`src/rtl/crc16_dec_scheduler.sv`:
```
`default_nettype none
// ============================================================================
// Module  : crc16_dec_scheduler
// Brief   : Round-robin sharing of one CRC16 decoder among NUM_REQ requesters.
// Revision: 1.0
// ============================================================================
module crc16_dec_scheduler #(
  parameter int NUM_REQ     = 4,
  parameter int ID_W        = 2,
  parameter int DEC_LATENCY = 4,
  parameter int SYNC_MIN    = 2
) (
  input  logic                    clk,
  input  logic                    reset,
  input  logic [NUM_REQ-1:0]      req_valid,
  input  logic [32*NUM_REQ-1:0]   req_data,
  output logic [NUM_REQ-1:0]      req_ready,
  output logic                    dec_sync,
  output logic [31:0]             dec_data,
  input  logic [31:0]             dec_code,
  output logic                    rsp_valid,
  input  logic                    rsp_ready,
  output logic [ID_W-1:0]         rsp_id,
  output logic [31:0]             rsp_code,
  output logic                    busy
);

  typedef enum logic [1:0] {
    S_CLEAR = 2'd0,
    S_IDLE  = 2'd1,
    S_RUN   = 2'd2,
    S_RESP  = 2'd3
  } state_t;

  state_t             r_state;
  state_t             w_next;
  logic [3:0]         r_cnt;
  logic [ID_W-1:0]    r_ptr;
  logic [31:0]        r_dec_data;
  logic [ID_W-1:0]    r_rsp_id;
  logic [31:0]        r_rsp_code;
  logic               r_rsp_valid;

  logic [NUM_REQ-1:0] w_grant;
  logic [ID_W-1:0]    w_gidx;
  logic               w_found;
  logic [31:0]        w_sel;
  logic               w_accept;

  // Two passes give the wrap-around search order ptr+1 .. NUM_REQ-1, 0 .. ptr.
  always_comb begin
    w_grant = '0;
    w_gidx  = '0;
    w_found = 1'b0;
    for (int i = 0; i < NUM_REQ; i++) begin
      if (!w_found && req_valid[i] && (i > int'(r_ptr))) begin
        w_found    = 1'b1;
        w_grant[i] = 1'b1;
        w_gidx     = ID_W'(i);
      end
    end
    for (int i = 0; i < NUM_REQ; i++) begin
      if (!w_found && req_valid[i] && (i <= int'(r_ptr))) begin
        w_found    = 1'b1;
        w_grant[i] = 1'b1;
        w_gidx     = ID_W'(i);
      end
    end
  end

  always_comb begin
    w_sel = '0;
    for (int i = 0; i < NUM_REQ; i++) begin
      if (w_grant[i]) w_sel = req_data[32*i +: 32];
    end
  end

  assign w_accept = (r_state == S_IDLE) && w_found;

  always_comb begin
    w_next    = r_state;
    req_ready = '0;
    dec_sync  = 1'b1;
    busy      = 1'b1;
    case (r_state)
      S_CLEAR: begin
        if (r_cnt == 4'(SYNC_MIN - 1)) w_next = S_IDLE;
      end
      S_IDLE: begin
        busy      = 1'b0;
        req_ready = w_grant;
        if (w_accept) w_next = S_RUN;
      end
      S_RUN: begin
        dec_sync = 1'b0;
        if (r_cnt == 4'd0) w_next = S_RESP;
      end
      S_RESP: begin
        if (rsp_ready) w_next = S_CLEAR;
      end
      default: w_next = S_CLEAR;
    endcase
  end

  always_ff @(posedge clk) begin
    if (!reset) begin
      r_state     <= S_CLEAR;
      r_cnt       <= 4'd0;
      r_ptr       <= ID_W'(NUM_REQ - 1);
      r_dec_data  <= '0;
      r_rsp_id    <= '0;
      r_rsp_code  <= '0;
      r_rsp_valid <= 1'b0;
    end else begin
      r_state <= w_next;
      case (r_state)
        S_CLEAR: r_cnt <= r_cnt + 4'd1;
        S_IDLE: begin
          if (w_accept) begin
            r_dec_data <= w_sel;
            r_rsp_id   <= w_gidx;
            r_ptr      <= w_gidx;
            r_cnt      <= 4'(DEC_LATENCY - 1);
          end
        end
        S_RUN: begin
          if (r_cnt == 4'd0) begin
            r_rsp_code  <= dec_code;
            r_rsp_valid <= 1'b1;
          end else begin
            r_cnt <= r_cnt - 4'd1;
          end
        end
        S_RESP: begin
          if (rsp_ready) begin
            r_rsp_valid <= 1'b0;
            r_cnt       <= 4'd0;
          end
        end
        default: r_cnt <= 4'd0;
      endcase
    end
  end

  assign dec_data  = r_dec_data;
  assign rsp_valid = r_rsp_valid;
  assign rsp_id    = r_rsp_id;
  assign rsp_code  = r_rsp_code;

endmodule
`default_nettype wire

```
`config.mk`:
```
export PLATFORM = sky130hd
export DESIGN_NAME = crc16_dec_scheduler
export DESIGN_NICKNAME = d
export VERILOG_FILES = /design/src/rtl/crc16_dec_scheduler.sv
export SDC_FILE = /design/constraint.sdc
export NUM_CORES = 1
export LEC_CHECK = 0
export CAP_MARGIN = 10
export CORE_MARGIN = 5
export CORE_UTILIZATION = 30
export DETAILED_ROUTE_END_ITERATION = 16
export PLACE_DENSITY = 0.67
export SLEW_MARGIN = 20
export SYNTH_ARGS = -nofsm -noshare
export SYNTH_HDL_FRONTEND = slang
export SYNTH_SLANG_ARGS = --single-unit
```
`constraint.sdc`:
```
create_clock -name clk -period 3.65 [get_ports clk]
set_input_delay 0.73 -clock clk [delete_from_list [all_inputs] [get_ports clk]]
set_output_delay 0.73 -clock clk [all_outputs]
set_load 0.005 [all_outputs]
```
Word-level counts from Yosys, hierarchy flattened:

Index checks and enable logic that the tools add are counted.
W data, S select, Z words.

* register bits: 75
* input bits: 167
* output and inout bits: 73
* logic and storage cells: 90

* add/subtract/negate cells: 2
* $lt $le $gt $ge: 6
* equal/unequal tests: 9
* muxes and demuxes: 39
* reduce and logical (&&, ||, !) cells: 27

Operators with widths (count)
* $mux W32: 4
* $mux W2: 10
* $mux W1: 18
* $mux W4: 4
* $pmux W4 S4: 1
* $logic_and A1 B1 Y1: 13
* $ne A2 B2 Y1 const B: 5
* $pmux W2 S4: 1
* $logic_not A1 Y1: 6
* $reduce_and A3 Y1: 2
* $add A4 B1 Y4 const B: 1
* $eq A2 B2 Y1 const B: 2
* $eq A4 B1 Y1 const B: 1
* $gt A2 B2 Y1 const A: 2
* $le A2 B2 Y1 const A: 2
* $logic_not A4 Y1: 1
* $reduce_and A2 Y1: 2
* $reduce_and A4 Y1: 1
* $sub A4 B1 Y4 const B: 1
* $eq A2 B1 Y1 const B: 1
* $gt A1 B2 Y1 const A: 1
* $le A1 B2 Y1 const A: 1
* $logic_not A2 Y1: 1
* $pmux W1 S2: 1
* $reduce_bool A2 Y1: 1

Depth between registers and ports, before layout:

* word-level depth: 29
* gate-level depth with buffers: 9
* depth with buffers taken out: 7

Worst setup path after synthesis:

OpenSTA, ideal clock, no wires.

* path kind: input to output
* from: input req_valid[3]
* to: output req_ready[2]
* arrival time: 1724 ps
* required time: 2920 ps
* slack: 1196 ps
* stages: 7
* path buffers: 3
* cells stage by stage: buf_6 a21oi_1 o211a_1 buf_4 clkbuf_1 nand2_1 inv_1

* cells in the longest elaborated chain, start to end: 15

Ends and longest elaborated chain
* start, declared: RTL line 15 `input logic [NUM_REQ-1:0] req_valid,`
* $logic_and A1 B1 Y1 * (2 in series): RTL line 56 `if (!w_found && req_valid[i] && (i > int'(r_ptr))) begin`
* $mux W1 *: RTL line 56
* $logic_not A1 Y1: RTL line 63 `if (!w_found && req_valid[i] && (i <= int'(r_ptr))) begin`
* $logic_and A1 B1 Y1: RTL line 63
* $mux W1 *: RTL line 63
* $logic_not A1 Y1: RTL line 63
* $logic_and A1 B1 Y1 (2 in series): RTL line 63
* $mux W1 *: RTL line 63
* $logic_not A1 Y1 *: RTL line 63
* $logic_and A1 B1 Y1 * (2 in series): RTL line 63
* $mux W1 *: RTL line 63
* $mux W4 *: RTL line 85 `case (r_state)`
* end, declared: RTL line 17 `output logic [NUM_REQ-1:0] req_ready,`

Mark *: on every way between the ends. The rest lies on a longest branch, timed or not.

Worst setup path after layout:

* from: input req_valid[3]
* to: output req_ready[1]

* cells in the longest elaborated chain, start to end: 11

Ends and longest elaborated chain (RTL line)
* $logic_and A1 B1 Y1 * (2 in series): 56
* $mux W1 *: 56
* $logic_not A1 Y1: 63
* $logic_and A1 B1 Y1: 63
* $mux W1 *: 63
* $logic_not A1 Y1 *: 63
* $logic_and A1 B1 Y1 * (2 in series): 63
* $mux W1 *: 63
* $mux W4 *: 85

Marked as above.

==> run metrics <==
starting density of the core=0.307; Tightest Hold Check Type=reg -> reg; fill count=1235; Max Freq=0.305 GHz; Die Ht=124 um; largest net degree at the start of global routing=66; share of the synthesized area in the top cell type=0.384; hold_buf cts=0; Max rail drop VDD=0.219 mV; gpl congestion=0.833; # resized after CTS=0; cell leakage power=0.00237 uW; RSZ-0062 raised after global routing=no; Root Driver=clkbuf_16; Syn Inst Count=439; setup TNS=0 ps; syn avg cell area=8.91 um^2; top cells by count, synth=75 x dfxtp_1, 75 x nand2_1, 44 x a21oi_1; dpl hpwl=11400 um; vias per cell=5.17; Clock Latency Late Sink=330 ps; P&R area growth vs syn=70.1%; synth unique cells=43; fin cells=833; Final period util=0.898; Placed Cells=816; Post-Syn Area=0.00391 mm^2; drt initial violations=207; Die Wd=124 um; asr flop ratio synth=0; Die ar.=0.0154 mm^2; startpoint types=input pin; CTS H-tree lvls=3; io pins=240; sequential-to-total area share from yosys stat=0.384; Yosys top cell by area=dfxtp_1; initial antenna violation count=1; Routed Wire Length=14900 um; share of layout cells above drive strength 1=0.0485; Worst-Margin Slew=644 ps; run status=complete, no violations; crit-path max FO=9; worst path arrival time=2550 ps; grt ovf=0; Max Slew Vio Count=0; Site Rows=41; Clock Skew=6.88 ps; Rel. slew slack=0.571; clock sink count=75; EDFF count, synth=0; Power per Cell Area=524 mW/mm^2; yosys warns=0; first-pass GRT wire length=22300 um; Synthesized Nets=615; drt wl/cell=17.9 um; Nets=831; cts bufs inserted=9; endpoint class of the critical path=output pin; Max-Cap Viols=0; IO buf count=239; Setup CP Type=in -> out; main combinational cell family by area after synthesis=compound AO/OA/AOI/OAI gates; Setup Fix Bufs, Post-CTS=0; Layout Utilization=0.523; xor-xnor portion of the synthesized cell area=0; post-route ant nets=0; adder-cell share of the synthesized area=0.0288; # setup viols final=0; CTS tree=yes; Final Hold Fails=0; number of global-route vias before repair=4385; core area=0.0127 mm^2; Post-Synth Simple-Gate Area=0.157; post-synthesis mux area share=0.0102; ys flop type=dfxtp_1; post-layout minimum cycle time=3280 ps; CP required=2920 ps; DRC Markers=0; Pwr Total=3490 uW; largest cells by area after synthesis=dfxtp_1 38%, a32o_1 8.4%, a221o_1 8.2%; Clock Tree Buf Depth=2; register bit count reported by yosys=75; clock-pin slew on the worst setup and hold paths=60 ps; total number of vias=4306; gr usage total=0.187; Initial DRT Pass Iterations=4; Synth Area in Compound Gates=0.343
## critical path, cell delays in order
cell	delay, ps
clkdlybuf4s50_1	560
o21a_1	250
o22ai_1	150
and2_1	170
nand2_1	100
inv_1	80
clkdlybuf4s50_1	510
## through the flow
| step | instance area, um^2 | worst slack, ps | hold WS (ps) |
|---|---|---|---|
| detailed placement | 6350 | 375 | 447 |
| finish | 6650 | 372 | 451 |
| floorplan | 3910 | 1200 | 453 |
| CTS | 6650 | 377 | 455 |
| global route | 6650 | 282 | 476 |
| global placement | 6350 | 439 | 442 |
## where the power goes
part	internal (uW)	switching [uW]
clock	551	354
sequential	983	125
combinational	812	665
total	2350	1140
## cells in the final DEF (no fill, tap or decap), types with 2 or more instances in the layout
master / count
clkdlybuf4s50_1: 239
nand2_1: 75
dfxtp_1: 75
a21oi_1: 44
a32o_1: 33
a221o_1: 32
a22o_1: 32
nand2b_1: 31
inv_1: 13
ha_1: 9
clkbuf_16: 9
buf_4: 9
nor2_1: 6
o21ai_0: 5
mux2i_1: 4
o22ai_1: 3
or2b_1: 3
clkinvlp_4: 3
o21a_1: 2
and2_1: 2
and3_1: 2
nand3_1: 2
o211ai_1: 2
## cell type report
type	count	area, um^2	area share
timing repair buffer	248	2460	0.370
multi-input combinational	307	2120	0.318
sequential	75	1500	0.226
clock buffer	11	243	0.0365
tap	172	215	0.0323
clock inverter	5	61.3	0.00921
inverter	14	52.6	0.00790
antenna	1	2.50	0.000376
## sequential cells by signal, summed over array words and instances (netlist names)
name,cells
dec_data,32
r_cnt,4
r_ptr,2
r_state,2
rsp_code,32
rsp_id,2
rsp_valid,1
## routing by layer
metal	up-vias	GRT usage	routed length [um]
li1	2077	-	-
met1	1987	0.200	5520
met2	210	0.318	7070
met3	32	0.0795	1790
met4	0	0.0910	496
met5	-	0	0
## cells by family after synthesis
family / count (synthesis)
compound gates: 165
simple gates: 129
flops: 75
buf+inv: 57
fa+ha+maj: 9
mux: 4
## final timing paths
check                                               from                       end  slack [ps]  depth (start not counted)
worst max-delay path                        req_valid[3]              req_ready[1]         370                          7
worst min-delay path            rsp_code[1]$_SDFFE_PN0P_  rsp_code[1]$_SDFFE_PN0P_         450                          2
worst max register to register   r_state[1]$_SDFFE_PN0P_  dec_data[5]$_SDFFE_PN0P_        1590                          7
worst min register to register  rsp_code[1]$_SDFFE_PN0P_  rsp_code[1]$_SDFFE_PN0P_         450                          2
(Power assumes the default switching activity.)
